[src/rtl/int_ctrl_pkg.sv]
// int_ctrl_pkg: shared FSM states, register map and status layout for int_ctrl
package int_ctrl_pkg;
  typedef enum logic [1:0] {IDLE = 2'd0, REQ = 2'd1, SERVICE = 2'd2} state_t;
  localparam logic [1:0] A_MASK = 2'd0;
  localparam logic [1:0] A_PEND = 2'd1;
  localparam logic [1:0] A_STAT = 2'd2;
  localparam int S_BUSY = 31;
  localparam int S_INT = 30;
  function automatic int id_w(input int n);
    return (n > 1) ? $clog2(n) : 1;
  endfunction
endpackage

[src/rtl/int_ctrl_if.sv]
// int_ctrl_if: register port and core interrupt handshake of int_ctrl
interface int_ctrl_if import int_ctrl_pkg::*; #(parameter int NSRC = 8, parameter int DATA_W = 32) ();
  localparam int ID_W = id_w(NSRC);
  logic              wr_en;
  logic              rd_en;
  logic [1:0]        addr;
  logic [DATA_W-1:0] wr_data;
  logic [DATA_W-1:0] rd_data;
  logic              INT;
  logic              int_ack;
  logic              int_eoi;
  logic [ID_W-1:0]   int_id;
  logic              busy;
  modport master (output wr_en, rd_en, addr, wr_data, int_ack, int_eoi, input rd_data, INT, int_id, busy);
  modport slave (input wr_en, rd_en, addr, wr_data, int_ack, int_eoi, output rd_data, INT, int_id, busy);
endinterface

[src/rtl/int_ctrl_prio_enc.sv]
// prio_enc: lowest-index-first priority encoder
module prio_enc #(parameter int NSRC = 8, parameter int ID_W = 3) (
  input  logic [NSRC-1:0] req,
  output logic [ID_W-1:0] idx,
  output logic            vld
);
  // scan downward so the lowest set index is the last one written
  always_comb begin
    idx = '0;
    vld = |req;
    for (int i = NSRC - 1; i >= 0; i--)
      if (req[i]) idx = ID_W'(i);
  end
endmodule

[src/rtl/int_ctrl.sv]
// int_ctrl: edge-triggered, maskable, lowest-index-priority interrupt controller
module int_ctrl import int_ctrl_pkg::*; #(parameter int NSRC = 8, parameter int DATA_W = 32) (
  input logic            clk,
  input logic            rst,
  input logic [NSRC-1:0] irq_in,
  int_ctrl_if.slave      bus
);
  localparam int ID_W = id_w(NSRC);
  logic [NSRC-1:0]   mask_q, mask_d, pend_q, pend_d, prev_q, rise, clr;
  logic [DATA_W-1:0] rd_q, rd_d, stat;
  logic [ID_W-1:0]   id_q, id_d, enc_id;
  logic              enc_vld, ack, unused;
  state_t            state_q, state_d;
  assign ack = state_q == REQ && bus.int_ack;
  assign unused = ^bus.wr_data;
  prio_enc #(.NSRC(NSRC), .ID_W(ID_W)) u_enc (.req(pend_q & mask_q), .idx(enc_id), .vld(enc_vld));
  // register file next state; a new edge beats any clear of the same bit
  always_comb begin
    rise = irq_in & ~prev_q;
    clr = (bus.wr_en && bus.addr == A_PEND ? bus.wr_data[NSRC-1:0] : '0) | (ack ? NSRC'(1) << id_q : '0);
    mask_d = bus.wr_en && bus.addr == A_MASK ? bus.wr_data[NSRC-1:0] : mask_q;
    pend_d = (pend_q & ~clr) | rise;
    stat = DATA_W'(id_q);
    stat[S_BUSY] = state_q == SERVICE;
    stat[S_INT] = state_q == REQ;
    rd_d = !bus.rd_en ? rd_q : bus.addr == A_MASK ? DATA_W'(mask_q) : bus.addr == A_PEND ? DATA_W'(pend_q) : bus.addr == A_STAT ? stat : '0;
  end
  // request FSM; withdrawal looks at next-cycle eligibility so INT drops one cycle after the clearing write
  always_comb begin
    state_d = state_q;
    id_d = id_q;
    case (state_q)
      IDLE: if (enc_vld) begin
        state_d = REQ;
        id_d = enc_id;
      end
      REQ: state_d = ack ? SERVICE : !(pend_d[id_q] && mask_d[id_q]) ? IDLE : REQ;
      SERVICE: state_d = bus.int_eoi ? IDLE : SERVICE;
      default: state_d = IDLE;
    endcase
  end
  // all state; irq_prev resets high so lines already high at release do not fire
  always_ff @(posedge clk) begin
    if (!rst) begin
      mask_q <= '0;
      pend_q <= '0;
      prev_q <= '1;
      state_q <= IDLE;
      id_q <= '0;
      rd_q <= '0;
    end else begin
      mask_q <= mask_d;
      pend_q <= pend_d;
      prev_q <= irq_in;
      state_q <= state_d;
      id_q <= id_d;
      rd_q <= rd_d;
    end
  end
  assign bus.rd_data = rd_q;
  assign bus.INT = state_q == REQ;
  assign bus.int_id = id_q;
  assign bus.busy = state_q == SERVICE;
endmodule

[src/flat_wrapper.sv]
// flat-port wrapper written by rule: the top's interface ports become plain ports
module int_ctrl_flat import int_ctrl_pkg::*;
#(parameter int NSRC = 8, parameter int DATA_W = 32)
  (clk, rst, irq_in, bus_wr_en, bus_rd_en, bus_addr, bus_wr_data, bus_int_ack, bus_int_eoi, bus_rd_data, bus_INT, bus_int_id, bus_busy);
  int_ctrl_if #(.NSRC(NSRC), .DATA_W(DATA_W)) bus_i ();
  input logic clk;
  input logic rst;
  input logic [NSRC-1:0] irq_in;
  input wire logic [$bits(bus_i.wr_en)-1:0] bus_wr_en;
  input wire logic [$bits(bus_i.rd_en)-1:0] bus_rd_en;
  input wire logic [$bits(bus_i.addr)-1:0] bus_addr;
  input wire logic [$bits(bus_i.wr_data)-1:0] bus_wr_data;
  input wire logic [$bits(bus_i.int_ack)-1:0] bus_int_ack;
  input wire logic [$bits(bus_i.int_eoi)-1:0] bus_int_eoi;
  output wire logic [$bits(bus_i.rd_data)-1:0] bus_rd_data;
  output wire logic [$bits(bus_i.INT)-1:0] bus_INT;
  output wire logic [$bits(bus_i.int_id)-1:0] bus_int_id;
  output wire logic [$bits(bus_i.busy)-1:0] bus_busy;
  assign bus_i.wr_en = bus_wr_en;
  assign bus_i.rd_en = bus_rd_en;
  assign bus_i.addr = bus_addr;
  assign bus_i.wr_data = bus_wr_data;
  assign bus_i.int_ack = bus_int_ack;
  assign bus_i.int_eoi = bus_int_eoi;
  assign bus_rd_data = bus_i.rd_data;
  assign bus_INT = bus_i.INT;
  assign bus_int_id = bus_i.int_id;
  assign bus_busy = bus_i.busy;
  int_ctrl #(.NSRC(NSRC), .DATA_W(DATA_W)) u_core (.clk(clk), .rst(rst), .irq_in(irq_in), .bus(bus_i));
endmodule
[config.mk]
export PLATFORM = sky130hd
export DESIGN_NAME = int_ctrl_flat
export DESIGN_NICKNAME = d
export VERILOG_FILES = /design/src/rtl/int_ctrl_pkg.sv /design/src/rtl/int_ctrl_if.sv /design/src/rtl/int_ctrl_prio_enc.sv /design/src/rtl/int_ctrl.sv /design/src/flat_wrapper.sv
export SDC_FILE = /design/constraint.sdc
export NUM_CORES = 1
export LEC_CHECK = 0
export ABC_AREA = 1
export BUFFER_PORTS_ARGS = -buffer_cell sky130_fd_sc_hd__buf_2
export CAP_MARGIN = 25
export CORE_MARGIN = 8
export CORE_UTILIZATION = 45
export DETAILED_ROUTE_END_ITERATION = 10
export PLACE_DENSITY = 0.75
export SETUP_SLACK_MARGIN = 0.15
export SLEW_MARGIN = 20
export SYNTH_ARGS = -nofsm -noshare
export SYNTH_HDL_FRONTEND = slang
export SYNTH_HIERARCHICAL = 1
export SYNTH_SLANG_ARGS = --single-unit
export TNS_END_PERCENT = 30
[constraint.sdc]
create_clock -name clk -period 2.7 [get_ports clk]
set_clock_uncertainty 0.2 [all_clocks]
set_input_delay 0.27 -clock clk [delete_from_list [all_inputs] [get_ports clk]]
set_output_delay 0.27 -clock clk [all_outputs]
set_load 0.05 [all_outputs]
* Word-level counts from Yosys, hierarchy flattened
Index checks and enable logic that the tools add are counted.
Cells by class: magnitude comparators 1, eq/ne operators 5, shift operators 1, mux-type cells 23, bitwise gates (word level) 7, reductions and logical operators 8
Operator list (number):
- $mux W32 | 3
- $and A8 B8 Y8 | 3
- $mux W3 | 8
- $mux W8 | 3
- $not A8 Y8 | 2
- $or A8 B8 Y8 | 2
- $reduce_or A8 Y1 | 1
- $shl A1 B3 Y8 const A | 1
- $bmux W1 S3 | 2
- $mux W2 | 3
- $pmux W2 S3 | 1
- $eq A2 B1 Y1 const B | 2
- $eq A2 B2 Y1 const B | 2
- $logic_and A1 B1 Y1 | 4
- $logic_not A2 Y1 | 2
- $lt A3 B4 Y1 const B | 1
- $mux W1 | 3
- $ne A2 B1 Y1 const B | 1
- $reduce_and A2 Y1 | 1
Word-level totals: flip-flop bits (word level) 61, input port bits 48, logic and storage cells 51

* Depth between registers and ports, before layout
depth in word-level cells 13, depth in mapped cells 12, depth with buffers taken out 12

* Hierarchy
Netlist, hierarchy kept.
Modules (own cells, without submodules):
- int_ctrl | instances 1, cells an instance 304, area an instance 2040.7 µm², seq. area each 780.7 µm²
- prio_enc | instances 1, cells an instance 22, area an instance 98.8 µm², seq. area each 0.0 µm²

* Least setup slack after synthesis
Ideal clock, no wire load.
path kind reg-to-reg, start register u_core.id_q[2], in the netlist u_core/bus.int_id[2], end register u_core.state_q[0], arrival time 1.522 ns, setup slack 0.856 ns, cell stages (with the launch flop) 12, clock period less this slack 1.844 ns, cell sequence dfxtp_1 -> inv_1 -> nor2_1 -> nand2_1 -> nand3_1 -> nand3_1 -> nand2_1 -> nor2_1 -> nand2_1 -> nand2_1 -> nand2_1 -> a21oi_2
Between the ends: longest elaborated chain between the ends 12, elaborated cells between the ends (all ways) 14
Ends and longest elaborated chain:
- from (decl) | line int_ctrl.sv:11 | logic [ID_W-1:0] id_q, id_d, enc_id;
- from (signal assigned) | line int_ctrl.sv:56 | id_q <= id_d;
- $shl A1 B3 Y8 | line int_ctrl.sv:20 | clr = (bus.wr_en && bus.addr == A_PEND ? bus.wr_data[NSRC-1:0] : '0) | (ack ? NSRC'(1) << id_q : '0);
- $mux W8 | line int_ctrl.sv:20
- $or A8 B8 Y8 | line int_ctrl.sv:20
- $not A8 Y8 | line int_ctrl.sv:22 | pend_d = (pend_q & ~clr) | rise;
- $and A8 B8 Y8 | line int_ctrl.sv:22
- $or A8 B8 Y8 | line int_ctrl.sv:22
- $bmux W1 S3 | line int_ctrl.sv:37 | REQ: state_d = ack ? SERVICE : !(pend_d[id_q] && mask_d[id_q]) ? IDLE : REQ;
- $mux W1 (not written as such) | line int_ctrl.sv:37
- $logic_and A1 B1 Y1 (*) | line int_ctrl.sv:37
- $mux W1 (*) | line int_ctrl.sv:37
- $mux W2 (*) | line int_ctrl.sv:37
- $pmux W2 S3 (*) | line int_ctrl.sv:32 | case (state_q)
- to (signal assigned) | line int_ctrl.sv:55 | state_q <= state_d;
- to (decl) | line int_ctrl.sv:13 | state_t state_q, state_d;
Every way passes the cells marked *; elsewhere a longest branch is shown, timed or not. The select of a mux whose other input is x is not followed. A chain may end at the register's enable or synchronous reset.

* Final worst setup path
start register u_core.state_q[1], end register u_core.state_q[0]
Between the ends: longest elaborated chain between the ends 13, elaborated cells between the ends (all ways) 16
Ends and longest elaborated chain:
- $eq A2 B1 Y1 | line int_ctrl.sv:14, int_ctrl.sv:32
- $logic_and A1 B1 Y1 | line int_ctrl.sv:14 | assign ack = state_q == REQ && bus.int_ack;
- $mux W8 | line int_ctrl.sv:20
- $or A8 B8 Y8 | line int_ctrl.sv:20
- $not A8 Y8 | line int_ctrl.sv:22
- $and A8 B8 Y8 | line int_ctrl.sv:22
- $or A8 B8 Y8 | line int_ctrl.sv:22
- $bmux W1 S3 | line int_ctrl.sv:37
- $mux W1 (not written as such) | line int_ctrl.sv:37
- $logic_and A1 B1 Y1 | line int_ctrl.sv:37
- $mux W1 | line int_ctrl.sv:37
- $mux W2 | line int_ctrl.sv:37
- $pmux W2 S3 | line int_ctrl.sv:32
Parallel ways exist; a longest one is shown, timed or not. The select of a mux whose other input is x is not followed.

==> results.ini <==
[run_status]
run_status = finished, final reports clean

[pwr]
ir_worst_vdd_uv = 333
total_power_mw = 1.33
leakagePower_nw = 1.32
power_density_nw_per_um2 = 549

[global_route]
grt_pass1_wl_um = 8500
antenna_found_initial = 0
gr-total-overflow = 0
grt_usage_pct = 14.6
grt_pass1_vias = 1916
grt_max_degree = 25

[logic_synthesis]
ys.flop_type = dfxtp_1
yosysTopAreaCell = dfxtp_1
ys_seq_area_share_pct = 36.5
ys_ff_latch = 39
syn_inst = 326
synthMostInstantiatedCell = nand2_1
yosys_warnings = 6
synthesis.area_um2 = 2140
netlist-cell-type-count = 27
avgSynthCellArea_um2 = 6.56
ys_top_cells_by_area = dfxtp_1 36%, nand2_1 15%, inv_1 9.8%
async_reset_ff_share_pct = 0
synthTopCellsByCount = 84 x nand2_1, 56 x inv_1, 39 x dfxtp_1
synth_edf_count = 0
synth_top_area_share_pct = 36.5

[timing]
worst_pin_slew_ns = 0.651
worst_slack_ns = 0.856
setup_tns_ns = 0
rsz0062_at_grt = no
slew_viol_final = 0
holdWs_ns = 0.0340
min_period_ns = 1.84
max-slew-margin-rel_pct = 56.5
setup_violations = 0
max_freq_mhz = 542
fin_crit_sh_pct = 68.3
hold_violations = 0

[drt]
avgViaCountPerCell = 4.88
vias = 2077
wirelength_um = 5250
routedWlPerCell_um = 12.3
drtIter0Drc = 138
ant_nets = 0
dr.pass1.iters = 4
route.detailed.drc = 0

[worst_setup_path]
worst-setup-path-type = flop to flop
slowest_stage = dfxtp_1
cpMostUsedCell = nand2_1
crit_family = simple AND/OR/NAND/NOR gates
crit_fanout = 9
crit_chain = inv_1, nand2_1, nor2_2, nand2_1, nand3_1, nand3_1, nand2_1, nor2_1, nand2_1, nand2_1, nand2_1, a21oi_2
end_kind = flop
worst_setup_path_start_kind = flop
slowest_delay_ns = 0.34
cp.required_ns = 2.69
cp.arrival_ns = 1.83
cp.buffers_inverters = 1

[die]
die_area_um2 = 7220
core-area_um2 = 4660
rows = 25
die_w_um = 85.0
ios = 85
start_util_pct = 45.9
die_h_um = 85.0

[placement]
postPlaceCellArea_um2 = 2270
dp_hpwl_um = 3960
place.gp.congestion = 0.893
io_buffer_count = 38
post-place-ws_ns = 0.756

[worst_hold_path]
min_path_type = primary input to flop

[clock_tree]
ctsHtreeMaxLevel = 2
clock_sinks = 39
root_buffer = clkbuf_8
numCtsBuffers = 5
cts_tree = yes
cts.clk_slew.worst_paths_ns = 0.08
cts_max_path_buffers = 2
clock_latency_ns = 0.30

[layout]
area_delta_synth_final_pct = 13.6
final_area_um2 = 2430
drive_gt1_share_pct = 16.7
final_nets = 419
diodes = 0

[run]
cap_violations = 0

==> stage by stage <==
stage	cells	util, %
CTS	426	52.2
floorplan	347	-
global route	426	52.2
finish	426	52.2
global placement	410	48.7
detailed placement	410	48.7
==> placed cells by master, fill, tap and decap left out, types with 2 or more instances in the layout <==
cell           instances
conb_1                22
o21ai_2                3
nand2_1               84
o221ai_1               5
o21ai_0               12
dlygate4sd3_1          8
or2_2                  8
a31oi_1                3
o21ai_1                2
a21oi_1               16
nor2_1                32
inv_1                 56
dfxtp_1               39
clkbuf_1               2
nor2_2                 2
clkbuf_8               5
nand3_1               24
buf_2                 38
==> layout make-up <==
| type | instances | area, um^2 |
|---|---|---|
| sequential | 39 | 781 |
| timing repair buffer | 46 | 270 |
| tap | 54 | 67.6 |
| clock inverter | 1 | 5.00 |
| multi-input combinational | 223 | 1020 |
| fill | 484 | 2230 |
| clock buffer | 7 | 76.3 |
| inverter | 56 | 210 |
==> kinds of logic (layout without fill, tap and decap cells) <==
kind of cell,after synthesis,after routing,synth area share [%]
and+or+nand+nor,157,157,31.5
buffers and inverters,85,110,19.5
AOI/OAI and AO/OA,44,44,12.3
DFF,39,39,36.5
other,1,22,0.175
==> tightest hold or removal path, stage by stage <==
cell and delay [ns]:
buf_2 0.10, o21ai_2 0.06, nor2_1 0.07
==> power breakdown <==
| group | switching (mW) | total (mW) | leakage [nW] | internal [mW] |
|---|---|---|---|---|
| sequential | 0.0236 | 0.632 | 0.321 | 0.609 |
| clock | 0.202 | 0.384 | 0.0422 | 0.181 |
| combinational | 0.238 | 0.318 | 0.957 | 0.0804 |
| total | 0.464 | 1.33 | 1.32 | 0.870 |
==> sequential cells by signal, indices dropped and copies added (netlist names) <==
name / count
u_core/bus.rd_data: 10
u_core/mask_q: 8
u_core/pend_q: 8
u_core/prev_q: 8
u_core/bus.int_id: 3
u_core/state_q: 2
==> path summary, 6_finish.rpt <==
| path | start | endpoint | slack, ns | cells after the start |
|---|---|---|---|---|
| hold reg to reg | u_core/bus.rd_data[4]$_SDFFE_PN0P_ | u_core/bus.rd_data[4]$_SDFFE_PN0P_ | 0.31 | 2 |
| hold / removal | bus_wr_data[6] | u_core/mask_q[6]$_SDFF_PN0_ | 0.03 | 3 |
| setup reg to reg | u_core/state_q[1]$_SDFFE_PN0P_ | u_core/state_q[0]$_SDFFE_PN0P_ | 0.86 | 12 |
| setup / recovery | u_core/state_q[1]$_SDFFE_PN0P_ | u_core/state_q[0]$_SDFFE_PN0P_ | 0.86 | 12 |
==> what timing repair did <==
| action | 4_1_cts | 5_1_grt |
|---|---|---|
| resized for setup | 0 | 0 |
| hold endpoints to repair | 8 | 0 |
| hold buffers | 8 | 0 |
| buffers inserted | 0 | 0 |
==> routing by layer <==
metal  share of wire (%)  global-route usage, %  up-vias  routed length, um
met5                   0                      0        -                  0
met3                 8.8                   4.15       14                463
met1                  43                   16.8      931               2260
met4                 2.3                   7.93        0                120
met2                  46                   23.9       78               2400
li1                    -                      -     1054                  -
Note: power is estimated with default switching activity, not from simulation.
